### config.mk
export PLATFORM = sky130hd
export DESIGN_NAME = bus_arbiter
export DESIGN_NICKNAME = d
export VERILOG_FILES = /design/src/rtl/bus_arbiter.sv
export SDC_FILE = /design/constraint.sdc
export NUM_CORES = 1
export LEC_CHECK = 0
export ABC_AREA = 1
export BUFFER_PORTS_ARGS = -buffer_cell sky130_fd_sc_hd__buf_2
export CAP_MARGIN = 20
export CORE_MARGIN = 2
export CORE_UTILIZATION = 44
export CTS_CLUSTER_DIAMETER = 30
export DETAILED_ROUTE_END_ITERATION = 6
export PLACE_DENSITY = 0.76
export SETUP_SLACK_MARGIN = 0.05
export SKIP_CTS_REPAIR_TIMING = 1
export SLEW_MARGIN = 20
export SYNTH_ARGS = -nofsm -noshare
export SYNTH_HDL_FRONTEND = slang
export SYNTH_SLANG_ARGS = --single-unit
### constraint.sdc
create_clock -name clk -period 2.15 [get_ports clk]
set_clock_uncertainty 0.15 [all_clocks]
set_input_delay 0.215 -clock clk [delete_from_list [all_inputs] [get_ports clk]]
set_output_delay 0.215 -clock clk [all_outputs]
set_load 0.005 [all_outputs]
### src/rtl/bus_arbiter.sv
// ---------------------------------------------------------------------------
// bus_arbiter
//   Two-requester round-robin arbiter in front of the shared register-bus
//   core chain. Requester A (UART bridge_rx path) and requester B (second
//   on-chip master) share one addr/wdata/rw/valid bus. Each issued
//   transaction pushes its requester id into an ordered tag FIFO. Chain
//   responses pop the head id, which routes the response back to the
//   requester that issued it.
//
// Ports
//   clk, rst_n            clock, asynchronous active-low reset
//   a_*_i / a_ready_o     requester A request channel (valid/ready)
//   b_*_i / b_ready_o     requester B request channel (valid/ready)
//   addr_o/wdata_o/rw_o   registered request to the core chain
//   valid_o               one-cycle pulse per issued transaction
//   rdata_i/rw_i/valid_i  response from the end of the chain
//   a_rdata_o/a_rw_o/a_valid_o  response routed to A
//   b_rdata_o/b_rw_o/b_valid_o  response routed to B
//   err_o                 sticky: response arrived with nothing outstanding
// ---------------------------------------------------------------------------
module bus_arbiter #(
    parameter int ADDR_WIDTH      = 16,
    parameter int DATA_WIDTH      = 16,
    parameter int MAX_OUTSTANDING = 4
) (
    input  logic                  clk,
    input  logic                  rst_n,

    input  logic [ADDR_WIDTH-1:0] a_addr_i,
    input  logic [DATA_WIDTH-1:0] a_wdata_i,
    input  logic                  a_rw_i,
    input  logic                  a_valid_i,
    output logic                  a_ready_o,

    input  logic [ADDR_WIDTH-1:0] b_addr_i,
    input  logic [DATA_WIDTH-1:0] b_wdata_i,
    input  logic                  b_rw_i,
    input  logic                  b_valid_i,
    output logic                  b_ready_o,

    output logic [ADDR_WIDTH-1:0] addr_o,
    output logic [DATA_WIDTH-1:0] wdata_o,
    output logic                  rw_o,
    output logic                  valid_o,

    input  logic [DATA_WIDTH-1:0] rdata_i,
    input  logic                  rw_i,
    input  logic                  valid_i,

    output logic [DATA_WIDTH-1:0] a_rdata_o,
    output logic                  a_rw_o,
    output logic                  a_valid_o,

    output logic [DATA_WIDTH-1:0] b_rdata_o,
    output logic                  b_rw_o,
    output logic                  b_valid_o,

    output logic                  err_o
);

    localparam int PW = $clog2(MAX_OUTSTANDING);
    localparam int CW = PW + 1;
    localparam logic [CW-1:0] FULL = CW'(MAX_OUTSTANDING);

    // Tag FIFO: one bit per entry holds the requester id (0 = A, 1 = B).
    logic [MAX_OUTSTANDING-1:0] tag_q, tag_d;
    logic [PW-1:0]              wptr_q, wptr_d;
    logic [PW-1:0]              rptr_q, rptr_d;
    logic [CW-1:0]              count_q, count_d;

    // 1 = B was granted last, so A wins the next tie.
    logic                       last_b_q, last_b_d;
    logic                       err_q, err_d;

    logic [ADDR_WIDTH-1:0]      addr_q, addr_d;
    logic [DATA_WIDTH-1:0]      wdata_q, wdata_d;
    logic                       rw_q, rw_d;
    logic                       valid_q, valid_d;

    logic [DATA_WIDTH-1:0]      a_rdata_q, a_rdata_d, b_rdata_q, b_rdata_d;
    logic                       a_rw_q, a_rw_d, b_rw_q, b_rw_d;
    logic                       a_valid_q, a_valid_d, b_valid_q, b_valid_d;

    logic can_issue, grant_a, grant_b, grant, pop, head_id;

    // Credit comes only from the registered count, so a response popping in
    // the same cycle does not free a slot until the next cycle. Gating with
    // rst_n keeps ready low while reset is held.
    assign can_issue = rst_n && (count_q < FULL);
    assign grant_a   = can_issue & a_valid_i & (~b_valid_i | last_b_q);
    assign grant_b   = can_issue & b_valid_i & (~a_valid_i | ~last_b_q);
    assign grant     = grant_a | grant_b;

    assign pop       = valid_i & (count_q != '0);
    assign head_id   = tag_q[rptr_q];

    assign a_ready_o = grant_a;
    assign b_ready_o = grant_b;

    always_comb begin
        tag_d     = tag_q;
        wptr_d    = wptr_q;
        rptr_d    = rptr_q;
        count_d   = count_q;
        last_b_d  = last_b_q;
        err_d     = err_q;

        addr_d    = addr_q;
        wdata_d   = wdata_q;
        rw_d      = rw_q;
        valid_d   = grant;

        a_rdata_d = a_rdata_q;
        a_rw_d    = a_rw_q;
        a_valid_d = 1'b0;
        b_rdata_d = b_rdata_q;
        b_rw_d    = b_rw_q;
        b_valid_d = 1'b0;

        if (grant) begin
            tag_d[wptr_q] = grant_b;
            wptr_d        = wptr_q + PW'(1);
            last_b_d      = grant_b;
            addr_d        = grant_b ? b_addr_i  : a_addr_i;
            wdata_d       = grant_b ? b_wdata_i : a_wdata_i;
            rw_d          = grant_b ? b_rw_i    : a_rw_i;
        end

        if (pop) begin
            rptr_d = rptr_q + PW'(1);
            if (head_id) begin
                b_rdata_d = rdata_i;
                b_rw_d    = rw_i;
                b_valid_d = 1'b1;
            end else begin
                a_rdata_d = rdata_i;
                a_rw_d    = rw_i;
                a_valid_d = 1'b1;
            end
        end

        // Orphan response: dropped, flagged until reset.
        if (valid_i && count_q == '0)
            err_d = 1'b1;

        unique case ({grant, pop})
            2'b10:   count_d = count_q + CW'(1);
            2'b01:   count_d = count_q - CW'(1);
            default: count_d = count_q;
        endcase
    end

    always_ff @(posedge clk or negedge rst_n) begin
        if (!rst_n) begin
            tag_q     <= '0;
            wptr_q    <= '0;
            rptr_q    <= '0;
            count_q   <= '0;
            last_b_q  <= 1'b1;
            err_q     <= 1'b0;
            addr_q    <= '0;
            wdata_q   <= '0;
            rw_q      <= 1'b0;
            valid_q   <= 1'b0;
            a_rdata_q <= '0;
            a_rw_q    <= 1'b0;
            a_valid_q <= 1'b0;
            b_rdata_q <= '0;
            b_rw_q    <= 1'b0;
            b_valid_q <= 1'b0;
        end else begin
            tag_q     <= tag_d;
            wptr_q    <= wptr_d;
            rptr_q    <= rptr_d;
            count_q   <= count_d;
            last_b_q  <= last_b_d;
            err_q     <= err_d;
            addr_q    <= addr_d;
            wdata_q   <= wdata_d;
            rw_q      <= rw_d;
            valid_q   <= valid_d;
            a_rdata_q <= a_rdata_d;
            a_rw_q    <= a_rw_d;
            a_valid_q <= a_valid_d;
            b_rdata_q <= b_rdata_d;
            b_rw_q    <= b_rw_d;
            b_valid_q <= b_valid_d;
        end
    end

    assign addr_o    = addr_q;
    assign wdata_o   = wdata_q;
    assign rw_o      = rw_q;
    assign valid_o   = valid_q;
    assign a_rdata_o = a_rdata_q;
    assign a_rw_o    = a_rw_q;
    assign a_valid_o = a_valid_q;
    assign b_rdata_o = b_rdata_q;
    assign b_rw_o    = b_rw_q;
    assign b_valid_o = b_valid_q;
    assign err_o     = err_q;

endmodule

==> results of run 1 <==
-- worst register-to-register path: cells and delay by family, from the launching register on --
| family | cells | cell delay, ns |
|---|---|---|
| xor gates and xnor gates | 1 | 0.11 |
| adders and majority gates | 2 | 0.45 |
| buffers and inverters | 2 | 0.11 |
| DFF | 1 | 0.45 |
| and+or+nand+nor | 5 | 0.62 |
-- per-layer routing --
metal / share of wire / vias to the layer above
met2: 0.49 / 148
met1: 0.44 / 1850
met3: 0.063 / 9
met5: 0 / -
met4: 0.0060 / 0
li1: - / 1957
-- placed cells by master, fill, tap and decap left out, types with 3 or more instances in the layout --
cell type	count
nand2_1	201
buf_2	159
dfrtp_1	82
inv_1	77
nand3_1	70
nand4_1	33
dlygate4sd3_1	15
buf_4	12
clkbuf_8	10
o21ai_0	4
ha_1	4
inv_2	3
clkinv_4	3
-- power groups by stage --
| stage | Combinational (µW) | Sequential, µW | Clock (µW) |
|---|---|---|---|
| floorplan | 1630 | 2730 | 0 |
| global placement | 2650 | 2700 | 0 |
| detailed placement | 2760 | 2710 | 0 |
| CTS | 2760 | 2700 | 1290 |
| global route | 3150 | 2790 | 1360 |
| finish | 2760 | 2700 | 1260 |
-- flip-flops by register name (all words and copies together) (netlist names) --
name	cells
b_valid_o	1
valid_o	1
rptr_q	2
addr_o	16
b_rdata_o	16
a_rw_o	1
wdata_o	16
wptr_q	2
a_rdata_o	16
a_valid_o	1
tag_q	4
b_rw_o	1
last_b_q	1
count_q	3
rw_o	1
err_o	1
-- worst paths after layout --
path / slack [ns] / to / depth (start not counted) / from
max in group asynchronous: 0.52 / wdata_o[13] / 4 / rst_n
hold reg to reg: 0.32 / a_rdata_o[4] / 2 / a_rdata_o[4]
hold / removal: -0.02 / a_rdata_o[11] / 3 / rdata_i[11]
setup reg to reg: 0.17 / count_q[2] / 10 / count_q[2]
setup / recovery: 0.17 / count_q[2] / 10 / count_q[2]
min in group asynchronous: 0.27 / b_rdata_o[0] / 3 / rst_n
-- metrics by stage --
stage,std cells,hold WS [ns],setup slack (ns),util
6_report,807,-0.02381,0.1661,0.5874
5_1_grt,807,0.003691,0.05870,0.5874
4_1_cts,792,-0.3003,0.1011,0.5705
3_5_place_dp,776,0.08094,0.1969,0.5455
3_3_place_gp,776,0.08404,0.2581,0.5455
2_1_floorplan,521,-0.2306,0.05672,-
-- final cells by class --
class / count / area [µm²]
Clock buffer: 11 / 141.4
Clock inverter: 5 / 86.33
Fill cell: 814 / 3759
Inverter: 80 / 300.3
Multi-Input combinational cell: 330 / 1558
Sequential cell: 83 / 2078
Tap cell: 111 / 138.9
Timing Repair Buffer: 187 / 1047
-- kinds of logic after synthesis --
family | synth area share
compound gates | 0.01137
xor+xnor | 0.008601
fa+ha+maj | 0.02027
buf+inv | 0.1118
flops | 0.5101
simple gates | 0.3378
==> flow_summary_export.csv, run 1 <==
group,metric,value,unit
sta,slew_headroom,0.4909,
die,design.core.area,9109,µm²
route,wl_per_cell,13.17,µm
synth,yosysMostFrequentCell,"nand2_1",
die,initial_utilization,0.4473,
critical_path,crit_path_start_kind,"flip-flop",
sta,setup_viol,0,
synth,synth_top_cells_by_count,"nand2_1 (201), dfrtp_1 (82), inv_1 (78), nand3_1 (70), nand4_1 (33)",
power_and_ir_drop,leakagePower,0.003246,µW
power_and_ir_drop,switchingPower,2629,µW
critical_path,path_max_fanout,4,
sta,final_max_slew_viol_count,0,
synth,yosys.area.top_type_share,0.5037,
route,vias,3964,
power_and_ir_drop,seqPwrFrac,0.402,
synth,ys_ff_latch,83,
cts,h-tree-depth,3,
die,placementRows,35,
critical_path,cp_num_buf_inv,2,
min_path,hold_path.class,"in2reg",
synth,synthFlopType,"dfrtp_1",
global_routing,antenna_found_initial,0,
cells_and_area,syn2layout_area_growth,31.33,%
status,violations,"hold timing",
cts,cts.sinks,83,
synth,yosysTopAreaCell,"dfrtp_1",
sta,timing.hold.ws,-0.02381,ns
placement,gp_congestion,0.8160,
global_routing,grt_pass1_vias,3705,
route,via_per_inst,4.912,
sta,min_period,1.984,ns
cts,clk_pin_slew_worst_paths,0.09,ns
power_and_ir_drop,clock_power_share,0.188,
synth,synth.avg_cell_area,7.819,µm²
job,drv_cap,0,
critical_path,crit_slowest_cell,"dfrtp_1",
die,die_h,100.2,µm
global_routing,gr-usage-met1,0.2748,
global_routing,grt_pass1_wl,16890,µm
power_and_ir_drop,p_total,6722,µW
power_and_ir_drop,p_int,4093,µW
synth,yosys-top-cells-area,"dfrtp_1 (50%), nand2_1 (19%), nand3_1 (8.6%)",
route,drtAntennaViolNets,0,
critical_path,cp-end-kind,"flip-flop",
die,dieArea,10050,µm²
cts,cts_max_path_buffers,2,
critical_path,required,2.26,ns
global_routing,track_usage,0.2075,
sta,max_freq,0.5041,GHz
critical_path,critical-path-max-stage-delay,0.45,ns
critical_path,path_cells,"nor2_4 > nand2_1 > nand2_2 > inv_2 > ha_4 > inv_2 > fa_2 > or2_2 > nand2_1 > xnor2_1",
cts,insertion_delay,0.34,ns
synth,syn-num-nets,615,
synth,yosysSeqAreaShare,0.5101,
power_and_ir_drop,sw_frac_of_total,0.3911,
route,drc,0,
global_routing,grt_busiest_layer,"met2",
cts,tritoncts,"yes",
die,io_pins,161,
placement,io_buffers,160,
placement,place_hpwl,7228,µm
cells_and_area,diodes,0,
global_routing,grtUsageMet2,0.3536,
critical_path,arrival,2.09,ns
cts,cts_buffers,9,
global_routing,gr-usage-met3,0.03552,
sta,hold_violations,4,
cells_and_area,fin_area,5350,µm²
route,drt_pass1_iterations,4,
sta,post-route-period-util,0.9228,
sta,totalNegativeSetupSlack,0,ns
synth,syn_area,4074,µm²
synth,ys_warn_count,0,
synth,ys_async_sr_fraction,1.000,
cts,root_buffer,"clkbuf_8",
sta,max_slew.worst_pin.slew,0.7636,ns
status,status,"finished, violations left",
power_and_ir_drop,power_frac_comb,0.410,
cells_and_area,layout-drive-gt1-share,0.2902,
die,die_w,100.2,µm
power_and_ir_drop,vdd_drop_max,0.5416,mV
critical_path,criticalPathCategory,"reg2reg",
power_and_ir_drop,p_per_area,1256,nW/µm²
cells_and_area,fin_nets,785,
global_routing,grt-ovfl-total,0,
global_routing,grt_max_degree,62,
synth,synth_edf_count,0,
critical_path,cpLargestDelayFamily,"simple AND/OR/NAND/NOR gates",
sta,rsz0062_at_grt,"false",
route,first_iter_violations,149,
synth,synthCells,521,
synth,synth_cell_types,26,
route,routed_wl,10630,µm
placement,placed_cell_area,4969,µm²
No activity file was read; power rests on OpenSTA's default activity.
==> inputs of run 2 (changes only) <==
--- a/config.mk
+++ b/config.mk
@@ -5,11 +5,10 @@
 export SDC_FILE = /design/constraint.sdc
 export NUM_CORES = 1
 export LEC_CHECK = 0
-export ABC_AREA = 1
 export BUFFER_PORTS_ARGS = -buffer_cell sky130_fd_sc_hd__buf_2
 export CAP_MARGIN = 20
 export CORE_MARGIN = 2
-export CORE_UTILIZATION = 44
+export CORE_UTILIZATION = 43
 export CTS_CLUSTER_DIAMETER = 30
 export DETAILED_ROUTE_END_ITERATION = 6
 export PLACE_DENSITY = 0.76
==> run 2 against run 1 <==
Against the previous run: the run still ends with hold timing left; flip-flop and latch count stayed put; largest cell class unchanged; total power is 2.6% higher; critical path depth is 2 lower.
==> flow_summary_export.csv, run 2 <==
group,metric,value,unit
synth,synth_cell_types,34,
critical_path,cp-end-kind,"flip-flop",
synth,ys_async_sr_fraction,1.000,
synth,synthMuxAreaShare,0.1144,
die,die_h,97.15,µm
synth,synth_top_family_by_area,"compound AO/OA/AOI/OAI gates",
global_routing,grt-ovfl-total,0,
sta,final_max_slew_viol_count,0,
cells_and_area,diodes,0,
cells_and_area,layout_common_cells,"buf_2 (159), dfrtp_1 (81), dlygate4sd3_1 (53)",
die,io_pins,161,
synth,ys_ff_latch,83,
cells_and_area,fill_cells,636,
cells_and_area,register_area,2079,µm²
sta,setup_viol,0,
cts,cts_max_path_buffers,2,
global_routing,grt_pass1_wl,16390,µm
route,drtAntennaViolNets,0,
status,status,"finished, violations left",
critical_path,required,2.26,ns
power_and_ir_drop,vdd_drop_max,0.5237,mV
sta,rsz0062_at_grt,"false",
cts,root_buffer,"clkbuf_8",
synth,synthFlopType,"dfrtp_1",
critical_path,arrival,2.09,ns
synth,yosysTopAreaCell,"dfrtp_1",
min_path,hold_path.class,"in2reg",
cells_and_area,layout-drive-gt1-share,0.4341,
cts,h-tree-depth,3,
cts,insertion_delay,0.34,ns
cts,clk_pin_slew_worst_paths,0.08,ns
cts,cts.sinks,83,
critical_path,ff2ff_path_depth,8,
sta,max_freq,0.5037,GHz
global_routing,grt_pass1_vias,3307,
job,drv_cap,0,
synth,ys_warn_count,0,
cells_and_area,fin_nets,628,
critical_path,crit_path_start_kind,"flip-flop",
critical_path,timing.rr.start,"count_q[0]",
die,initial_utilization,0.4496,
synth,yosysMostFrequentCell,"dfrtp_1",
synth,synthXorXnorAreaFrac,0.01408,
route,wl_met2,5622,µm
global_routing,antenna_found_initial,0,
placement,io_buffers,160,
route,drc,0,
die,dieArea,9438,µm²
cells_and_area,syn2layout_area_growth,44.70,%
global_routing,grt_max_degree,65,
route,via_per_inst,5.275,
sta,min_period,1.985,ns
power_and_ir_drop,leakagePower,0.002627,µW
cells_and_area,multi_input_area,1394,µm²
synth,yosys.area.top_type_share,0.5500,
route,wl_met3,722,µm
critical_path,crit_start,"count_q[0]",
critical_path,cp-endpoint,"count_q[2]",
die,design.core.area,8299,µm²
cells_and_area,utilization,0.6505,
power_and_ir_drop,p_total,6897,µW
route,drt-met1-wl,4571,µm
critical_path,criticalPathCategory,"reg2reg",
critical_path,rr_endpoint,"count_q[2]",
critical_path,path_max_fanout,4,
synth,yosys-top-cells-area,"dfrtp_1 (55%), mux2_2 (11%), nand3_1 (4.4%)",
min_path,min_path_cells,3,
power_and_ir_drop,p_per_area,1277,nW/µm²
synth,synthCells,321,
synth,synth.avg_cell_area,11.62,µm²
route,vias,3397,
placement,place_hpwl,6844,µm
critical_path,reg2reg_slack,0.16,ns
sta,max_slew.worst_pin.slew,0.8549,ns
global_routing,track_usage,0.2147,
die,die_w,97.15,µm
sta,totalNegativeSetupSlack,0,ns
synth,yosys.area_share.simple,0.07344,
sta,post-route-period-util,0.9233,
synth,syn_area,3731,µm²
route,drt_pass1_iterations,5,
sta,timing.hold.ws,-0.02810,ns
synth,synth_edf_count,0,
synth,syn-num-nets,415,
cts,tritoncts,"yes",
synth,synth_top_cells_by_count,"dfrtp_1 (82), inv_1 (41), mux2_2 (35), nand3_1 (33), o21ai_0 (33)",
status,violations,"hold timing",
route,dr.max_layer_used,"met4",
cts,cts_buffers,9,
cells_and_area,mostFrequentLayoutCell,"buf_2",
route,wl_per_cell,17.22,µm
synth,synth-compound-area-share,0.1439,
die,placementRows,33,
sta,slew_headroom,0.4282,
synth,synth_fa_ha_area_frac,0.02213,
placement,gp_congestion,0.8516,
route,first_iter_violations,176,
synth,yosysSeqAreaShare,0.5570,
route,routed_wl,11090,µm
sta,hold_violations,2,
[run 2: routing by layer]
layer,global-route usage,vias to the layer above
met2,0.3574,158
met3,0.05540,17
li1,-,1571
met5,0,-
met1,0.2749,1651
met4,0.06934,0
[run 2: where the power goes]
group	internal (µW)	switching [µW]	total (µW)
Combinational	1560	1390	2940
Clock	542	580	1120
Sequential	2370	459	2830
Total	4470	2430	6900
[run 2: stage by stage]
stage	worst slack, ns	instances	area (µm²)
after floorplan	0.06054	321	3741
after global placement	0.2552	574	4656
after detailed placement	0.1649	574	4656
after CTS	0.04912	590	4855
after global routing	0.05147	644	5399
final	0.1649	644	5399
[run 2: cell type report]
class                      count  share of cell area
tap                          105             0.02433
multi-input combinational    175              0.2582
clock buffer                   9             0.02294
clock inverter                 7             0.01390
inverter                      41             0.02851
sequential                    83              0.3852
timing repair buffer         224              0.2670
[run 2: worst min-delay path by stage]
stage	slack, ns	endpoint	start
after global placement	0.08	wdata_o[2]	rst_n
final	-0.03	wdata_o[5]	b_wdata_i[5]
after global routing	0.005	addr_o[13]	a_addr_i[13]
after CTS	-0.31	wdata_o[12]	rst_n
after detailed placement	0.08	wdata_o[12]	rst_n
after floorplan	-0.23	a_rdata_o[0]	rst_n
[run 2: critical path, cell delays in order (launching register included)]
cell     delay (ns)
dfrtp_1        0.45
o31ai_4        0.09
inv_1          0.11
ha_1           0.21
inv_1          0.07
fa_1           0.37
xor2_1         0.16
nor2_1         0.12
xor2_1         0.17
[run 2: cells by family (layout without fill, tap and decap cells)]
group / count (synthesis) / count (layout)
AND/OR/NAND/NOR: 51 / 52
buffers and inverters: 64 / 281
flip-flops: 83 / 83
XOR/XNOR: 6 / 6
multiplexers: 37 / 37
adder cells (fa/ha/maj): 6 / 6
AO/OA/AOI/OAI: 74 / 74
==> inputs of run 3 (changes only) <==
--- a/config.mk
+++ b/config.mk
@@ -7,11 +7,13 @@
 export LEC_CHECK = 0
 export BUFFER_PORTS_ARGS = -buffer_cell sky130_fd_sc_hd__buf_2
 export CAP_MARGIN = 20
+export CELL_PAD_IN_SITES_DETAIL_PLACEMENT = 1
+export CELL_PAD_IN_SITES_GLOBAL_PLACEMENT = 1
 export CORE_MARGIN = 2
-export CORE_UTILIZATION = 43
+export CORE_UTILIZATION = 32
 export CTS_CLUSTER_DIAMETER = 30
 export DETAILED_ROUTE_END_ITERATION = 6
-export PLACE_DENSITY = 0.76
+export PLACE_DENSITY = 0.75
 export SETUP_SLACK_MARGIN = 0.05
 export SKIP_CTS_REPAIR_TIMING = 1
 export SLEW_MARGIN = 20
==> run 3 against run 2 <==
Against the previous run: the flow still finishes with violations (hold timing); combinational power about the same; core utilization decreased by 18 points; clock-buffer cell count stayed put; global-route usage decreased by 3.2 points; worst setup slack improved by 0.039 ns; critical path type unchanged.
==> flow_summary_export.csv, run 3 (synthesis results as in run 2) <==
group,metric,value,unit
critical_path,crit_slowest_cell,"dfrtp_1",
route,drc,0,
die,die_w,112.0,µm
cells_and_area,fin_area,5319,µm²
critical_path,critical-path-max-stage-delay,0.44,ns
placement,place_hpwl,8116,µm
critical_path,path_max_fanout,4,
min_path,min_path_cells,3,
cells_and_area,layout_common_cells,"buf_2 (159), dfrtp_1 (81), inv_1 (41)",
power_and_ir_drop,switchingPower,2572,µW
cts,h-tree-depth,3,
cells_and_area,utilization,0.4658,
status,violations,"hold timing",
route,drtAntennaViolNets,0,
cts,cts_buffers,9,
sta,final_max_slew_viol_count,0,
global_routing,grt_pass1_wl,18080,µm
critical_path,crit_cells,8,
critical_path,cpLargestDelayFamily,"adder cells",
critical_path,required,2.25,ns
placement,place_ws,0.1751,ns
route,routed_wl,12010,µm
critical_path,crit_path_start_kind,"flip-flop",
cts,cts_max_path_buffers,2,
power_and_ir_drop,vdd_drop_max,0.5492,mV
cts,clk_pin_slew_worst_paths,0.07,ns
power_and_ir_drop,seqPwrFrac,0.390,
critical_path,cp_num_buf_inv,2,
cells_and_area,mostFrequentLayoutCell,"buf_2",
sta,hold_violations,12,
route,first_iter_violations,129,
die,io_pins,161,
cells_and_area,layout-drive-gt1-share,0.4554,
route,wl_per_cell,18.23,µm
die,placementRows,39,
placement,io_buffers,160,
critical_path,cp-end-kind,"flip-flop",
die,die_h,112.0,µm
route,vias,3326,
cts,tritoncts,"yes",
min_path,hold_path.class,"in2reg",
sta,post-route-period-util,0.9051,
sta,min_period,1.946,ns
cts,insertion_delay,0.33,ns
critical_path,reg2reg_slack,0.20,ns
critical_path,timing.rr.start,"count_q[0]",
global_routing,grt-ovfl-total,0,
cts,cts.sinks,83,
sta,setup_viol,0,
placement,gp_congestion,0.8084,
sta,rsz0062_at_grt,"false",
critical_path,criticalPathCategory,"reg2reg",
cells_and_area,syn2layout_area_growth,42.56,%
power_and_ir_drop,p_int,4716,µW
global_routing,grt_pass1_vias,3421,
global_routing,track_usage,0.1831,
status,status,"finished, violations left",
critical_path,rr_endpoint,"count_q[2]",
sta,fin_ws,0.2040,ns
sta,slew_headroom,0.4863,
sta,max_slew.worst_pin.slew,0.7706,ns
placement,placed_cell_area,4703,µm²
power_and_ir_drop,p_per_area,1370,nW/µm²
route,drt_pass1_iterations,4,
critical_path,path_cells,"o31ai_4 > inv_1 > ha_1 > inv_1 > fa_1 > xor2_1 > nor2_1 > xor2_1",
power_and_ir_drop,clock_power_share,0.208,
route,via_per_inst,5.047,
power_and_ir_drop,power_frac_comb,0.402,
critical_path,cp-endpoint,"count_q[2]",
power_and_ir_drop,p_total,7288,µW
sta,timing.hold.ws,-0.03251,ns
sta,totalNegativeSetupSlack,0,ns
global_routing,grt_max_degree,61,
critical_path,crit_start,"count_q[0]",
critical_path,arrival,2.05,ns
cts,root_buffer,"clkbuf_16",
power_and_ir_drop,sw_frac_of_total,0.3530,
critical_path,ff2ff_path_depth,8,
cells_and_area,fin_nets,605,
power_and_ir_drop,leakagePower,0.002583,µW
die,design.core.area,11420,µm²
global_routing,antenna_found_initial,0,
cells_and_area,diodes,0,
die,initial_utilization,0.3268,
sta,max_freq,0.5139,GHz
job,drv_cap,0,
die,dieArea,12540,µm²
-- run 3: changes by cell type in the layout (fill, tap and decap cells not counted), sizes merged --
cell,change
dlygate4sd3,-24
buf,+1
bufinv,-1
clkinv,+1
clkinvlp,-1
inv,+1
-- run 3: metrics by stage --
| stage | hold slack [ns] | cells |
|---|---|---|
| detailed placement | 0.08325 | 612 |
| finish | -0.03251 | 659 |
| floorplan | -0.2306 | 321 |
| global placement | 0.07812 | 612 |
| CTS | -0.2795 | 628 |
| global route | -0.006246 | 659 |
-- run 3: final cells by class --
class / instances / area (µm²)
fillers: 1281 / 6100
flip-flops and latches: 83 / 2079
multi-input cells: 175 / 1389
repair buffers: 201 / 1221
clock buffers: 9 / 225.2
well taps: 143 / 178.9
inverters: 41 / 153.9
clock inverters: 7 / 71.32
-- run 3: layer usage --
metal,wire [µm],share of wire,track usage,vias to the layer above
met2,6350,0.53,0.3305,104
met1,4899,0.41,0.2225,1676
met4,121,0.010,0.04715,0
li1,-,-,-,1536
met5,0,0,0,-
met3,641,0.053,0.03974,10
-- run 3: how the worst min path moves through the flow --
stage / start / endpoint / slack (ns)
after detailed placement: rst_n / wdata_o[13] / 0.08
after global routing: b_addr_i[10] / addr_o[10] / -0.006
after floorplan: rst_n / a_rdata_o[0] / -0.23
final: b_addr_i[3] / addr_o[3] / -0.03
after global placement: rst_n / addr_o[3] / 0.08
after CTS: rst_n / wdata_o[6] / -0.28
-- run 3: power groups by stage --
stage               Combinational [µW]  Clock [µW]  Sequential [µW]
global placement                  2760           0             2820
global route                      3220        1610             2940
detailed placement                2890           0             2860
floorplan                         1530           0             2850
finish                            2930        1520             2840
CTS                               2910        1550             2840
-- run 3: worst min-delay path, stage by stage --
cell      delay [ns]
buf_2           0.08
nand3_1         0.05
o311ai_1        0.07
